**src/rtl/pifo_calendar_sched.sv**
```systemverilog
// pifo_calendar_sched: front-end controller for the root PIFO calendar.
// Arbitrates enqueue/dequeue and sequences CPU access to the calendar.
module pifo_calendar_sched #(
   parameter int PIFO_CALENDAR_SIZE        = 1024,
   parameter int PIFO_CALENDAR_INDEX_WIDTH = 10,
   parameter int PIFO_ROOT_WIDTH           = 32,
   parameter int BUFFER_ADDR_WIDTH         = 12,
   parameter int ROOT_PIFO_INFO_VALID_POS  = 31
) (
   input  logic                                 clk,
   input  logic                                 rstn,
   input  logic                                 s_enq_valid,
   output logic                                 s_enq_ready,
   input  logic [PIFO_ROOT_WIDTH-1:0]           s_enq_data,
   input  logic                                 s_deq_valid,
   output logic                                 s_deq_ready,
   output logic                                 m_deq_valid,
   output logic [PIFO_ROOT_WIDTH-1:0]           m_deq_data,
   output logic [BUFFER_ADDR_WIDTH-1:0]         m_deq_buffer_addr,
   output logic [PIFO_CALENDAR_INDEX_WIDTH:0]   occupancy,
   output logic                                 err_invalid_drop,
   input  logic                                 cpu_req_valid,
   output logic                                 cpu_req_ready,
   input  logic                                 cpu_req_write,
   input  logic [PIFO_CALENDAR_INDEX_WIDTH-1:0] cpu_req_addr,
   input  logic [PIFO_ROOT_WIDTH-1:0]           cpu_req_wdata,
   output logic                                 cpu_resp_valid,
   output logic [PIFO_ROOT_WIDTH-1:0]           cpu_resp_rdata,
   output logic [PIFO_ROOT_WIDTH-1:0]           cal_info_root,
   output logic                                 cal_insert_en,
   output logic                                 cal_pop_en,
   input  logic [PIFO_ROOT_WIDTH-1:0]           cal_top,
   output logic                                 cal_cpu_rd_valid,
   output logic [PIFO_CALENDAR_INDEX_WIDTH-1:0] cal_cpu_rd_addr,
   output logic                                 cal_cpu_wr_valid,
   output logic [PIFO_CALENDAR_INDEX_WIDTH-1:0] cal_cpu_wr_addr,
   output logic [PIFO_ROOT_WIDTH-1:0]           cal_cpu_wr_data,
   input  logic                                 cal_cpu_rd_result_valid,
   input  logic [PIFO_ROOT_WIDTH-1:0]           cal_cpu_rd_result,
   input  logic                                 cal_cpu_wr_result_valid
);

   localparam int OW = PIFO_CALENDAR_INDEX_WIDTH + 1;
   localparam int VP = ROOT_PIFO_INFO_VALID_POS;
   localparam logic [OW-1:0] OCC_LAST = OW'(PIFO_CALENDAR_SIZE - 1);
   localparam logic [OW-1:0] OCC_ONE  = OW'(1);

   typedef enum logic [1:0] {
      IDLE,
      RD_WAIT,
      WR_WAIT
   } state_t;

   typedef enum logic {
      G_INS,
      G_POP
   } grant_t;

   state_t        state;
   state_t        state_nxt;
   grant_t        last_grant;
   logic [OW-1:0] occ;

   logic rd_acc;
   logic wr_acc;
   logic rd_done;
   logic wr_done;
   logic stall;
   logic ins_elig;
   logic pop_elig;
   logic ins_gnt;
   logic pop_gnt;
   logic ins_ok;

   // CPU request decode; combinational outputs are held low during reset
   always_comb begin
      cpu_req_ready = rstn && (state == IDLE);
      rd_acc        = cpu_req_ready && cpu_req_valid && !cpu_req_write;
      wr_acc        = cpu_req_ready && cpu_req_valid && cpu_req_write;
      rd_done       = (state == RD_WAIT) && cal_cpu_rd_result_valid;
      wr_done       = (state == WR_WAIT) && cal_cpu_wr_result_valid;
      stall         = (state == WR_WAIT);
   end

   // Calendar CPU port, issued in the accept cycle
   always_comb begin
      cal_cpu_rd_valid = rd_acc;
      cal_cpu_rd_addr  = rd_acc ? cpu_req_addr : '0;
      cal_cpu_wr_valid = wr_acc;
      cal_cpu_wr_addr  = wr_acc ? cpu_req_addr : '0;
      cal_cpu_wr_data  = wr_acc ? cpu_req_wdata : '0;
   end

   // FSM next state: wait for the calendar to finish the CPU access
   always_comb begin
      state_nxt = state;
      unique case (state)
         IDLE: begin
            if (wr_acc) begin
               state_nxt = WR_WAIT;
            end else if (rd_acc) begin
               state_nxt = RD_WAIT;
            end
         end
         RD_WAIT: begin
            if (rd_done) begin
               state_nxt = IDLE;
            end
         end
         WR_WAIT: begin
            if (wr_done) begin
               state_nxt = IDLE;
            end
         end
         default: state_nxt = IDLE;
      endcase
   end

   // FSM state register
   always_ff @(posedge clk) begin
      if (!rstn) begin
         state <= IDLE;
      end else begin
         state <= state_nxt;
      end
   end

   // Eligibility: last atom stays empty, pops need a valid head
   always_comb begin
      ins_elig = rstn && s_enq_valid && !stall && (occ < OCC_LAST);
      pop_elig = rstn && s_deq_valid && !stall && (occ != '0)
                 && cal_top[VP];
      ins_ok   = s_enq_data[VP];
   end

   // Single-grant arbiter, round-robin only when both sides compete
   always_comb begin
      ins_gnt = 1'b0;
      pop_gnt = 1'b0;
      unique case (1'b1)
         (ins_elig && pop_elig): begin
            if (last_grant == G_INS) begin
               pop_gnt = 1'b1;
            end else begin
               ins_gnt = 1'b1;
            end
         end
         (ins_elig && !pop_elig): ins_gnt = 1'b1;
         (!ins_elig && pop_elig): pop_gnt = 1'b1;
         default: ;
      endcase
   end

   // Handshakes and calendar commands follow the grant directly
   always_comb begin
      s_enq_ready   = ins_gnt;
      s_deq_ready   = pop_gnt;
      cal_insert_en = ins_gnt && ins_ok;
      cal_pop_en    = pop_gnt;
      cal_info_root = cal_insert_en ? s_enq_data : '0;
   end

   // Occupancy, round-robin pointer and popped-element capture
   always_ff @(posedge clk) begin
      if (!rstn) begin
         occ              <= '0;
         last_grant       <= G_INS;
         m_deq_valid      <= 1'b0;
         m_deq_data       <= '0;
         err_invalid_drop <= 1'b0;
      end else begin
         m_deq_valid      <= pop_gnt;
         err_invalid_drop <= ins_gnt && !ins_ok;
         if (pop_gnt) begin
            m_deq_data <= cal_top;
            last_grant <= G_POP;
            occ        <= occ - OCC_ONE;
         end else if (ins_gnt) begin
            last_grant <= G_INS;
            if (ins_ok) begin
               occ <= occ + OCC_ONE;
            end
         end
      end
   end

   // CPU response: one pulse the cycle after the calendar answers
   always_ff @(posedge clk) begin
      if (!rstn) begin
         cpu_resp_valid <= 1'b0;
         cpu_resp_rdata <= '0;
      end else begin
         cpu_resp_valid <= rd_done || wr_done;
         if (rd_done) begin
            cpu_resp_rdata <= cal_cpu_rd_result;
         end
      end
   end

   assign occupancy         = occ;
   assign m_deq_buffer_addr = m_deq_data[BUFFER_ADDR_WIDTH-1:0];

endmodule
```
**config.mk**
```make
export PLATFORM = sky130hd
export DESIGN_NAME = pifo_calendar_sched
export DESIGN_NICKNAME = d
export VERILOG_FILES = /design/src/rtl/pifo_calendar_sched.sv
export SDC_FILE = /design/constraint.sdc
export NUM_CORES = 1
export LEC_CHECK = 0
export ABC_AREA = 1
export BUFFER_PORTS_ARGS = -buffer_cell sky130_fd_sc_hd__buf_2
export CORE_AREA = 2 2 126 128
export CTS_CLUSTER_DIAMETER = 120
export CTS_CLUSTER_SIZE = 16
export DETAILED_ROUTE_END_ITERATION = 16
export DIE_AREA = 0 0 128 130
export SLEW_MARGIN = 20
export SYNTH_ARGS = -nofsm -noshare
export SYNTH_HDL_FRONTEND = slang
export SYNTH_SLANG_ARGS = --single-unit
```
**constraint.sdc**
```tcl
create_clock -name clk -period 2.54 [get_ports clk]
set_input_delay 0.508 -clock clk [delete_from_list [all_inputs] [get_ports clk]]
set_output_delay 0.508 -clock clk [all_outputs]
set_load 0.005 [all_outputs]
```
==> results.yml, run 1 <==
outcome:
  status: "completed"
final_layout:
  nets: 1105
  drive_above_1_share_pct: 38.8
  syn2layout_area_growth_pct: 47.3
  mostFrequentLayoutCells: "326 x buf_2, 173 x nor2_1, 98 x inv_1, 80 x dfxtp_1, 74 x nand2_1"
  final_common_cell: "buf_2"
  fillers: 1713
  finish.utilization_pct: 40.6
synth:
  synth_nets: 804
  synth-edff-count: 0
  yosys_most_used_dff: "dfxtp_1"
  synth.avg_cell_area_sq_um: 6.56
  netlist_area_sq_um: 4250
  ys_seq_elements: 81
  synth-seq-area-share_pct: 38.2
  async_flop_share_pct: 0
  syn_inst: 648
  ys_types: 35
  yosysWarnings: 0
grt:
  first_global_vias: 4312
  grt_antenna_before_repair: 3
  grt_pass1_wl_mm: 23.1
  track_usage_pct: 18.2
  grt-ovfl-total: 0
  grt_max_degree: 43
setup_path:
  path_buf_inv: 3
  crit_path_max_incr_delay_ns: 0.43
  path_cells: "nor2_1 > and2_1 > a21oi_2 > nand2_2 > inv_4 > buf_6 > buf_2"
  cp_slowest_cell: "dfxtp_1"
  path_class: "flip-flop to output pin"
  crit_path_end_kind: "output pin"
  cp_max_fo: 34
  worstPathArrival_ns: 1.84
  path_delay_family: "buffers and inverters"
  crit_required_ns: 2.03
  worst_setup_path_start_kind: "flip-flop"
clock_network:
  cts_tree: "yes"
  clk_pin_slew_worst_paths_ns: 0.06
  cts_buffers: 9
  cts_buffer_depth: 2
  htreeDepth: 3
  cts_sinks: 81
  ctsRootBufferMaster: "clkbuf_16"
  cts_hold_buffers: 0
  clock_latency_ns: 0.34
detailed_routing:
  drc: 0
  drtIter0Drc: 199
  dr.pass1.iters: 6
  ant_nets: 0
  viasPerCell: 4.32
  vias: 4973
  routed_wl_mm: 16.7
  wl_per_cell_um: 14.6
sta:
  fmax_mhz: 426
  setup_viol: 0
  slew_headroom_pct: 71.9
  grt_setup_unrepaired: "no"
  hold_violations: 0
  period_share_pct: 92.4
  fin_skew_ns: 0.00883
  period_needed_ns: 2.35
  setup_tns_ns: 0
  final_max_slew_viol_count: 0
  worst_pin_slew_ns: 0.421
  worst_slack_ns: 0.192
floorplanning:
  die_area_sq_um: 16600
  die_h_um: 130
  io_pins: 327
  coreArea_sq_um: 15400
  initial_core_util_pct: 27.5
  die_x_um: 128
  fp-row-count: 46
placement:
  numPortBuffers: 326
  dpl.hpwl_mm: 12.9
  place_congestion: 0.891
  place_ws_ns: 0.129
worst_hold_path:
  hold_path_class: "input port to flip-flop"
pwr:
  leakage_nw: 3.65
  peakVddDrop_v: 0.000255
  power_density_nw_per_um2: 549
  power.total_mw: 3.44
flow_run:
  drv_cap: 0
-- routing by layer --
layer / GRT usage [%] / vias up / share of wire (%)
met1: 21.4 / 2246 / 42
met4: 7.11 / 0 / 1.2
met5: 0 / - / 0
met2: 33.1 / 134 / 53
met3: 3.08 / 11 / 4.3
li1: - / 2582 / -
-- state kept, by name, indices dropped and copies added (netlist names) --
| register | flops |
|---|---|
| last_grant | 1 |
| cpu_resp_valid | 1 |
| cpu_resp_rdata | 32 |
| occupancy | 11 |
| m_deq_valid | 1 |
| err_invalid_drop | 1 |
| m_deq_data | 32 |
| state | 2 |
-- power by group --
| group | switching, mW | total [mW] | internal [mW] |
|---|---|---|---|
| logic | 0.368 | 0.653 | 0.285 |
| registers | 0.0543 | 1.40 | 1.34 |
| clock network | 0.529 | 1.39 | 0.860 |
-- cells in the mapped netlist (2+ instances only) --
cell type	instances	area share (%)
a21oi_1	45	5.3
buf_2	8	0.94
nand2_1	74	6.5
o21a_1	2	0.35
o21ai_0	38	4.5
nand3_1	41	4.8
buf_4	16	2.8
buf_6	6	1.6
inv_1	98	8.7
o211ai_1	2	0.35
dfxtp_1	81	38
nor2_1	175	15
o21bai_1	2	0.35
nand2_2	2	0.29
o21ai_1	5	0.59
ha_1	9	2.7
xor2_1	6	1.2
nor2_2	2	0.29
inv_2	5	0.44
clkbuf_1	16	1.4
-- cells by family after synthesis --
| family | count (synthesis) | synth area share, % |
|---|---|---|
| xor+xnor | 6 | 1.24 |
| simple gates | 302 | 29.2 |
| fa+ha+maj | 10 | 3.12 |
| buf+inv | 151 | 16.1 |
| flops | 81 | 38.2 |
| compound gates | 98 | 12.1 |
-- final cells by class --
type | count | area [sq um] | area share [%]
Multi-Input combinational cell | 418 | 1980 | 31.6
Clock buffer | 11 | 233 | 3.72
Antenna cell | 4 | 10.0 | 0.160
Clock inverter | 5 | 80.1 | 1.28
Inverter | 104 | 395 | 6.32
Timing Repair Buffer | 335 | 1700 | 27.2
Tap cell | 192 | 240 | 3.84
Sequential cell | 81 | 1620 | 25.9
-- worst paths after layout --
| check | start | end | slack, ns | depth (start not counted) |
|---|---|---|---|---|
| max | occupancy[6] | s_deq_ready | 0.19 | 7 |
| min | cal_top[10] | m_deq_data[10] | 0.41 | 3 |
| max reg2reg | state[0] | occupancy[7] | 0.26 | 15 |
| min reg2reg | m_deq_data[31] | m_deq_data[31] | 0.44 | 2 |
-- metrics by stage --
step	cells	hold slack, ns	cell area, sq um
after global routing	1149	0.412	6260
after detailed placement	1128	0.431	5900
after global placement	1128	0.433	5900
after CTS	1144	0.376	6210
final	1150	0.406	6260
after floorplan	648	0.439	4250
-- tightest hold or removal path: cells and delay by family --
family / cells / cell delay (ns)
buf+inv: 1 / 0.07
compound gates: 1 / 0.05
simple gates: 1 / 0.07
-- timing repair --
item	in CTS	in global routing
setup buffers	0	0
resized for setup	0	6
hold endpoints to repair	0	0
setup endpoints to repair	0	63
Power figures use the tool's default switching activity.
==> run 2, diff against run 1 <==
--- a/config.mk
+++ b/config.mk
@@ -7,11 +7,12 @@
 export LEC_CHECK = 0
 export ABC_AREA = 1
 export BUFFER_PORTS_ARGS = -buffer_cell sky130_fd_sc_hd__buf_2
-export CORE_AREA = 2 2 126 128
+export CORE_AREA = 2 2 127 129
 export CTS_CLUSTER_DIAMETER = 120
 export CTS_CLUSTER_SIZE = 16
 export DETAILED_ROUTE_END_ITERATION = 16
-export DIE_AREA = 0 0 128 130
+export DIE_AREA = 0 0 129 131
+export SETUP_SLACK_MARGIN = 0.5
 export SLEW_MARGIN = 20
 export SYNTH_ARGS = -nofsm -noshare
 export SYNTH_HDL_FRONTEND = slang
==> constraint.sdc (replaced) <==
create_clock -name clk -period 2.3 [get_ports clk]
set_input_delay 0.46 -clock clk [delete_from_list [all_inputs] [get_ports clk]]
set_output_delay 0.46 -clock clk [all_outputs]
set_load 0.005 [all_outputs]
==> results.yml, run 2 (same netlist as run 1, synthesis figures left out) <==
outcome:
  status: "completed"
clock_network:
  cts_buffers: 9
  ctsRootBufferMaster: "clkbuf_16"
  cts_hold_buffers: 0
  cts_tree: "yes"
  htreeDepth: 3
  clk_pin_slew_worst_paths_ns: 0.07
  cts_sinks: 81
  clock_latency_ns: 0.34
  cts_buffer_depth: 2
sta:
  setup_viol: 0
  grt_setup_unrepaired: "yes"
  period_needed_ns: 2.25
  hold_ws_ns: 0.359
  slew_headroom_pct: 68.5
  period_share_pct: 97.7
  worst_slack_ns: 0.0524
  fin_skew_ns: 0.00862
  worst_pin_slew_ns: 0.472
  fmax_mhz: 445
  final_max_slew_viol_count: 0
  hold_violations: 0
setup_path:
  path_delay_family: "buffers and inverters"
  path_cells: "buf_6 > nor3_4 > nand2_2 > nor2_4 > buf_12 > clkinv_8 > nor2_4 > buf_2"
  crit_top_cell: "nor2_4"
  cp_max_fo: 5
  path_buf_inv: 4
  crit_path_end_kind: "output pin"
  worst_setup_path_start_kind: "flip-flop"
  cp_slowest_cell: "dfxtp_2"
  crit_path_max_incr_delay_ns: 0.34
  crit_required_ns: 1.84
  path_class: "flip-flop to output pin"
  worstPathArrival_ns: 1.79
floorplanning:
  die_h_um: 131
  die_area_sq_um: 16900
  die_x_um: 129
  coreArea_sq_um: 15600
  io_pins: 327
  fp-row-count: 46
  initial_core_util_pct: 27.2
detailed_routing:
  ant_nets: 0
  drtIter0Drc: 186
  drc: 0
  wl_per_cell_um: 15.4
  vias: 5494
  routed_wl_mm: 19.1
  dr.pass1.iters: 4
  viasPerCell: 4.44
placement:
  place_ws_ns: 0.00291
  numPortBuffers: 326
  place_congestion: 0.839
  dpl.hpwl_mm: 13.0
final_layout:
  mostFrequentLayoutCells: "319 x buf_2, 108 x nor2_1, 92 x inv_1, 71 x dfxtp_1, 63 x nand2_1"
  final_common_cell: "buf_2"
  finish.utilization_pct: 49.2
  nets: 1169
  drive_above_1_share_pct: 54.0
  syn2layout_area_growth_pct: 80.6
pwr:
  p_comb_share_pct: 26.7
  internal-power_mw: 2.73
  switchingPower_mw: 1.26
  peakVddDrop_v: 0.000400
  power_density_nw_per_um2: 520
  power.total_mw: 3.99
  switching_share_pct: 31.7
  p_clk_share_pct: 34.8
  power_frac_seq_pct: 38.4
  leakage_nw: 4.06
grt:
  grt-ovfl-total: 0
  track_usage_pct: 19.3
  first_global_vias: 4694
  grt_max_degree: 42
  grt_antenna_before_repair: 4
  grt_pass1_wl_mm: 25.2
flow_run:
  drv_cap: 0
worst_hold_path:
  hold_path_class: "input port to flip-flop"
==> run 2: final timing paths <==
check	start	endpoint	slack (ns)	cells past startpoint
worst max-delay path	state[1]	cal_cpu_wr_data[31]	0.05	8
worst min-delay path	cal_top[1]	m_deq_data[1]	0.36	3
worst max register to register	occupancy[1]	occupancy[10]	0.12	16
worst min register to register	cpu_resp_rdata[30]	cpu_resp_rdata[30]	0.45	2
==> run 2: metrics by stage <==
stage	cell area, sq um	setup TNS, ns	cells
2_1_floorplan	4370	0	648
3_3_place_gp	6140	0	1164
3_5_place_dp	6140	0	1164
4_1_cts	6940	0	1206
5_1_grt	7670	-0.432	1237
6_report	7670	0	1237
==> run 2: metal layers <==
metal	global-route usage [%]	up-vias	share of wire (%)
met2	35.9	178	54
li1	-	2721	-
met5	0	-	0.068
met1	22.7	2562	39
met3	2.93	31	4.5
met4	6.01	2	2.5
==> run 2: cell type report <==
cell class              count  area [sq um]
diodes                      3          7.51
clock buffers               9           225
clock inverters             7          53.8
fillers                  1560          7920
inverters                 104           438
multi-input cells         421          2580
flip-flops and latches     81          1640
well taps                 216           270
repair buffers            388          2320
repair inverters            8           138
==> run 2: worst register-to-register path: cells and delay by family, from the launching register on <==
kind,cells,cell delay [ns]
AOI/OAI and AO/OA,1,0.12
adders and majority gates,1,0.36
buffers and inverters,4,0.38
DFF,1,0.37
and+or+nand+nor,10,0.85
==> run 2: power groups by stage <==
stage	Combinational [mW]	Sequential, mW	Clock (mW)
floorplan	0.428	1.58	0
global placement	0.789	1.56	0
detailed placement	0.794	1.56	0
CTS	0.921	1.53	1.42
global route	1.17	1.54	1.48
finish	1.07	1.53	1.39
==> run 2: timing repair <==
item,in CTS,in global routing
pin swaps,34,28
resized for setup,79,124
setup endpoints to repair,101,130
setup buffers,17,20
cloned,9,8
